$ cat src/rtl/alu_sequencer.sv
// Multi-cycle front end for the 16-bit ALU: single ops in one cycle and
// 16x16 (low half) multiply via 16 shift-and-add iterations of the ALU ADD.
module alu_sequencer (
  input  logic        clk,
  input  logic        rst_n,
  input  logic        req_valid,
  output logic        req_ready,
  input  logic [3:0]  req_op,
  input  logic [15:0] req_a,
  input  logic [15:0] req_b,
  output logic        rsp_valid,
  input  logic        rsp_ready,
  output logic [15:0] rsp_data,
  output logic        rsp_carry,
  output logic        rsp_zero,
  output logic [15:0] alu_a,
  output logic [15:0] alu_b,
  output logic [2:0]  alu_code,
  input  logic [15:0] alu_out,
  input  logic        alu_carry,
  input  logic        alu_zero
);

  localparam int unsigned W    = 16;
  localparam int unsigned CW   = 3;
  localparam int unsigned OPW  = 4;
  localparam int unsigned CNTW = 4;

  localparam logic [OPW-1:0]  OP_MUL   = 4'b1000;
  localparam logic [CW-1:0]   CODE_ADD = 3'b000;
  localparam logic [CNTW-1:0] CNT_LAST = 4'd15;

  typedef enum logic [1:0] {
    IDLE = 2'd0,
    EXEC = 2'd1,
    MUL  = 2'd2,
    RESP = 2'd3
  } state_t;

  state_t          state_q, state_d;
  logic [OPW-1:0]  op_q, op_d;
  logic [W-1:0]    a_q, a_d;
  logic [W-1:0]    b_q, b_d;
  logic [CNTW-1:0] cnt_q, cnt_d;
  logic [W-1:0]    acc_q, acc_d;
  logic [W-1:0]    mcand_q, mcand_d;
  logic [W-1:0]    mplier_q, mplier_d;
  logic            c_q, c_d;
  logic            rsp_valid_d;
  logic [W-1:0]    rsp_data_d;
  logic            rsp_carry_d;
  logic            rsp_zero_d;
  logic [W-1:0]    alu_a_d;
  logic [W-1:0]    alu_b_d;
  logic [CW-1:0]   alu_code_d;

  // Acceptance is only possible in IDLE and never while reset is held.
  assign req_ready = rst_n && (state_q == IDLE);

  // State register and registered outputs.
  always_ff @(posedge clk) begin
    if (!rst_n) begin
      state_q   <= IDLE;
      op_q      <= '0;
      a_q       <= '0;
      b_q       <= '0;
      cnt_q     <= '0;
      acc_q     <= '0;
      mcand_q   <= '0;
      mplier_q  <= '0;
      c_q       <= 1'b0;
      rsp_valid <= 1'b0;
      rsp_data  <= '0;
      rsp_carry <= 1'b0;
      rsp_zero  <= 1'b0;
      alu_a     <= '0;
      alu_b     <= '0;
      alu_code  <= '0;
    end else begin
      state_q   <= state_d;
      op_q      <= op_d;
      a_q       <= a_d;
      b_q       <= b_d;
      cnt_q     <= cnt_d;
      acc_q     <= acc_d;
      mcand_q   <= mcand_d;
      mplier_q  <= mplier_d;
      c_q       <= c_d;
      rsp_valid <= rsp_valid_d;
      rsp_data  <= rsp_data_d;
      rsp_carry <= rsp_carry_d;
      rsp_zero  <= rsp_zero_d;
      alu_a     <= alu_a_d;
      alu_b     <= alu_b_d;
      alu_code  <= alu_code_d;
    end
  end

  // Next-state, datapath and response capture.
  always_comb begin
    state_d     = state_q;
    op_d        = op_q;
    a_d         = a_q;
    b_d         = b_q;
    cnt_d       = cnt_q;
    acc_d       = acc_q;
    mcand_d     = mcand_q;
    mplier_d    = mplier_q;
    c_d         = c_q;
    rsp_valid_d = rsp_valid;
    rsp_data_d  = rsp_data;
    rsp_carry_d = rsp_carry;
    rsp_zero_d  = rsp_zero;

    unique case (state_q)
      IDLE: begin
        if (req_valid) begin
          op_d = req_op;
          a_d  = req_a;
          b_d  = req_b;
          if (req_op == OP_MUL) begin
            acc_d    = '0;
            mcand_d  = req_a;
            mplier_d = req_b;
            c_d      = 1'b0;
            cnt_d    = '0;
            state_d  = MUL;
          end else begin
            state_d = EXEC;
          end
        end
      end
      EXEC: begin
        if (!op_q[OPW-1]) begin
          rsp_data_d  = alu_out;
          rsp_zero_d  = alu_zero;
          // ALU carry is only meaningful for ADD.
          rsp_carry_d = (op_q[CW-1:0] == CODE_ADD) && alu_carry;
        end else begin
          rsp_data_d  = '0;
          rsp_zero_d  = 1'b1;
          rsp_carry_d = 1'b0;
        end
        rsp_valid_d = 1'b1;
        state_d     = RESP;
      end
      MUL: begin
        acc_d    = alu_out;
        c_d      = c_q | alu_carry;
        mcand_d  = mcand_q << 1;
        mplier_d = mplier_q >> 1;
        cnt_d    = cnt_q + CNTW'(1);
        if (cnt_q == CNT_LAST) begin
          cnt_d       = '0;
          rsp_data_d  = alu_out;
          rsp_zero_d  = (alu_out == '0);
          rsp_carry_d = c_q | alu_carry;
          rsp_valid_d = 1'b1;
          state_d     = RESP;
        end
      end
      RESP: begin
        if (rsp_ready) begin
          rsp_valid_d = 1'b0;
          state_d     = IDLE;
        end
      end
      default: state_d = IDLE;
    endcase
  end

  // ALU inputs are registered from the values the next state will hold.
  always_comb begin
    alu_a_d    = '0;
    alu_b_d    = '0;
    alu_code_d = '0;
    case (state_d)
      EXEC: begin
        alu_a_d    = a_d;
        alu_b_d    = b_d;
        alu_code_d = op_d[CW-1:0];
      end
      MUL: begin
        alu_a_d    = acc_d;
        alu_b_d    = mplier_d[0] ? mcand_d : W'(0);
        alu_code_d = CODE_ADD;
      end
      default: ;
    endcase
  end

endmodule

$ cat config.mk
export PLATFORM = sky130hd
export DESIGN_NAME = alu_sequencer
export DESIGN_NICKNAME = d
export VERILOG_FILES = /design/src/rtl/alu_sequencer.sv
export SDC_FILE = /design/constraint.sdc
export NUM_CORES = 1
export LEC_CHECK = 0
export BUFFER_PORTS_ARGS = -buffer_cell sky130_fd_sc_hd__clkbuf_2
export CELL_PAD_IN_SITES_DETAIL_PLACEMENT = 1
export CELL_PAD_IN_SITES_GLOBAL_PLACEMENT = 2
export CORE_ASPECT_RATIO = 0.6
export CORE_MARGIN = 10
export CORE_UTILIZATION = 31
export CTS_BUF_LIST = sky130_fd_sc_hd__clkbuf_16
export DETAILED_ROUTE_END_ITERATION = 8
export GPL_ROUTABILITY_DRIVEN = 1
export PLACE_DENSITY = 0.79
export SLEW_MARGIN = 20
export SYNTH_ARGS = -nofsm -noshare
export SYNTH_HDL_FRONTEND = slang
export SYNTH_SLANG_ARGS = --single-unit
export TNS_END_PERCENT = 1
$ cat constraint.sdc
create_clock -name clk -period 2.8 [get_ports clk]
set_clock_uncertainty 0.15 [all_clocks]
set_input_delay 0.28 -clock clk [delete_from_list [all_inputs] [get_ports clk]]
set_output_delay 0.28 -clock clk [all_outputs]
set_load 0.02 [all_outputs]
==> key figures <==
Timing
  • Unrepaired setup endpoints after global routing: false
  • Count of final max-slew check failures: 0
  • Worst Tran Pin Value: about 760 ps
  • Final period util: 90.9%
  • Worst slew margin: 49.4%
  • Hold Vio Cnt, Final: 0
  • F_max: 0.393 GHz
  • Setup-failing EPs final: 0
  • Total negative slack: 0 ps
  • Clock period minus worst slack: 2540 ps

Setup path
  • CP Launch Point: cnt_q[0]
  • Worst R2R Setup Slack: 260 ps
  • RR Startpoint: cnt_q[0]
  • Worst path cell trace: ha_1 > a31oi_1 > nand2b_1 > a21oi_1 > inv_1 > ha_1 > nor2b_1 > nand2_1 > buf_12 > o22ai_1
  • Crit-path most repeated cell: ha_1
  • Crit end category: register
  • WP data required: about 3000 ps
  • Crit path DAT: 2730 ps
  • Critical path class: reg -> reg
  • Startpoint Class: register
  • CP max stage cell: dfxtp_1
  • Crit-path leading delay family: simple AND/OR/NAND/NOR gates
  • Crit path buf inv count: 2
  • Critical path fanouts, max: 32
  • Largest stage delay on the critical path: roughly 380 ps

Global routing
  • Busiest grt layer: met2
  • First-pass GRT wire length: 29700 µm
  • Vias in the first global route: 5151
  • Antenna violations before repair: 0
  • Grt ovf: 0
  • Total GRT Usage: 15.0%
  • GRT met3 Usage: under 10%
  • Largest net degree at the start of global routing: 57
  • M2 GR Usage: 22.8%
  • Met1 Use GR: 20.6%

Floorplan
  • Die width: 196 µm
  • Die H: around 130 µm
  • Std-Cell Rows: 38
  • Area of the core: 18200 µm²
  • IO Pins: 113
  • DIE AREA: roughly 25000 µm²
  • Starting Density: 31.8%

Logic synthesis
  • Most used flip-flop cell after synthesis: dfxtp_1
  • Synth top area cells: dfxtp_1 50%, nor2b_1 9.7%, mux2i_1 9.0%
  • Yosys cell types: 37
  • Post-Synthesis Cells: 573
  • Number of synthesized register bits: 145
  • Yosys top cell area share: 50.3%
  • Synth warnings: 0
  • Sequential element share of the synthesized area: around 50%
  • Cell Area, Synth: 5780 µm²
  • Asr flop ratio synth: 0%
  • Syn avg cell area: 10.1 µm²
  • Synthesized Nets: approximately 630
  • Synth area leader: dfxtp_1
  • Post-synth EDFFs: 0

Final layout
  • Post-layout net count: approximately 730
  • Area Growth Syn to Fin: 24.9%
  • Fillers: about 2100
  • FF+latch area: 2900 µm²
  • Multi-input logic area: 2670 µm²
  • Final Non-Filler Cells: 924
  • Share of layout cells above drive strength 1: 24.5%

Place
  • RePlAce Congestion: 0.772
  • IO Port Bufs: between 100 and 150
  • DP Cell Count: 891
  • Post-DP HPWL: 13400 µm

Worst hold path
  • Hold Path Origin: req_b[5]
  • Worst hold path class: in -> reg

Power and ir drop
  • Combinational share of power: 15.9%
  • Clock share of power: between 40% and 50%
  • Static Leak: 2.73 nW
  • Flop pwr share: about two fifths
  • Internal power: 3.95 mW
  • Sw power: around 1.6 mW
  • Worst VDD drop: 420 µV
  • Power density cells: ~760 nW/µm²
  • Net Sw Frac: 28.4%

Detailed routing
  • WL per Instance: ~20 µm
  • Final wirelength: 18600 µm
  • Vias per cell: 5.15
  • Drc violations: 0
  • ANT nets after route: 0
  • DRT iter0 DRCs: ~270
  • Drt first pass iters: 4
  • Vias: 4758

Clocking
  • CTS tree: done
  • CTS Buf Count: 17
  • H-tree level count: 4
  • Clk Latency, worst-skew pair: 420 ps
  • Post-CTS setup buffer count: 0
  • Sink Count: 145
  • Deepest clock path buffer count: 2
  • Cts hold-fix bufs: 0
  • Post-CTS Resized: 0
  • Clock edge transition at the registers on the reported setup and hold paths: around 60 ps
  • Clock Root Buffer: clkbuf_16

Flow run
  • Max cap viols: 0

Status
  • Status: completed
## worst register-to-register path, cell delays in order (launching register included)
cell      delay (ps)
dfxtp_1          380
ha_1             220
a31oi_1          110
nand2b_1         150
a21oi_1          250
inv_1             80
ha_1             290
nor2b_1          290
nand2_1          180
buf_12           210
o22ai_1          180
## flip-flops by register name (all words and copies together), names as in the netlist, 2 cells and up
register  count
a_q          16
alu_code      3
alu_b        16
acc_q        16
b_q          16
mcand_q      16
alu_a        16
cnt_q         4
rsp_data     16
state_q       2
op_q          4
mplier_q     16
## final timing paths
kind	cells after the start	end
min	3	b_q[5]
min reg2reg	2	mplier_q[6]
max	10	alu_b[15]
max reg2reg	10	alu_b[15]
## cells in the final DEF, fill, tap and decap left out, types with 2 or more instances in the layout
| cell | Yosys | routed |
|---|---|---|
| a22oi_1 | 18 | 18 |
| bufinv_16 | 0 | 3 |
| a32oi_1 | 15 | 15 |
| ha_1 | 3 | 3 |
| nand2_1 | 26 | 26 |
| or3_1 | 12 | 12 |
| a21oi_1 | 9 | 8 |
| inv_1 | 3 | 4 |
| buf_12 | 0 | 2 |
| o21ai_0 | 7 | 7 |
| a211oi_1 | 12 | 12 |
| and3_1 | 2 | 2 |
| buf_4 | 1 | 16 |
| clkinvlp_4 | 0 | 3 |
| o22ai_1 | 43 | 43 |
| a32o_1 | 4 | 4 |
| inv_6 | 0 | 4 |
| nor4_1 | 16 | 16 |
| nor2b_1 | 90 | 89 |
| mux2i_1 | 52 | 52 |
| nor2_1 | 2 | 2 |
| dfxtp_1 | 145 | 145 |
| nand2b_1 | 6 | 6 |
| clkbuf_2 | 0 | 112 |
| a21boi_0 | 33 | 33 |
| nand3_1 | 2 | 2 |
| clkbuf_16 | 0 | 17 |
| and2_1 | 6 | 6 |
| a31oi_1 | 3 | 2 |
## synthesized netlist by cell type, drive strengths merged (2+ instances only)
cell / count
nor3b: 2
a31oi: 3
clkbuf: 33
a21boi: 33
a32oi: 15
nand2: 26
and2: 6
a211oi: 12
or3: 12
nor2b: 90
ha: 3
nor4: 16
o22ai: 43
buf: 19
nor2: 2
o21ai: 7
inv: 3
a22oi: 18
dfxtp: 145
a21oi: 9
a32o: 4
mux2i: 52
nand2b: 6
and3: 2
nand3: 2
## per-stage QoR
step                      total power [mW]  util (%)  area (µm²)  setup slack [ps]  hold WS (ps)
after CTS                             5.56      39.7        7210               271          6.21
after global placement                3.16      36.4        6610               142           302
final                                 5.52      39.7        7210               255          22.0
after floorplan                       2.87         -        5780               111           291
after detailed placement              3.20      36.4        6610              27.3           309
after global routing                  5.75      39.7        7210              28.1          12.4
## per-layer routing
| layer | vias up | share of wire [%] |
|---|---|---|
| met2 | 86 | 44 |
| li1 | 2280 | - |
| met4 | 0 | 0.67 |
| met1 | 2379 | 51 |
| met3 | 13 | 4.4 |
| met5 | - | 0 |
## logic make-up (layout without fill, tap and decap cells)
logic type | after synthesis | count (layout) | synth area share (%)
AO/OA/AOI/OAI | 149 | 149 | 18.6
AND/OR/NAND/NOR | 169 | 169 | 17.5
adder cells (fa/ha/maj) | 3 | 3 | 0.650
multiplexers | 52 | 52 | 9.01
buffers and inverters | 55 | 165 | 3.96
flip-flops | 145 | 145 | 50.3
other | 0 | 1 | 0
## final cells by class
cell class | count | area share [%]
sequential | 145 | 40.2
multi-input combinational | 373 | 37.0
timing repair buffer | 130 | 9.99
clock buffer | 17 | 5.90
tap | 240 | 4.16
clock inverter | 15 | 2.50
inverter | 3 | 0.156
antenna | 1 | 0.0347
## power groups by stage
| stage | sequential, mW | combinational, mW | clock, mW |
|---|---|---|---|
| after CTS | 2.27 | 0.887 | 2.40 |
| after detailed placement | 2.32 | 0.882 | 0 |
| after global placement | 2.31 | 0.853 | 0 |
| after floorplan | 2.35 | 0.523 | 0 |
| final | 2.27 | 0.879 | 2.37 |
| after global routing | 2.28 | 0.971 | 2.49 |
No activity file was read; power rests on OpenSTA's default activity.
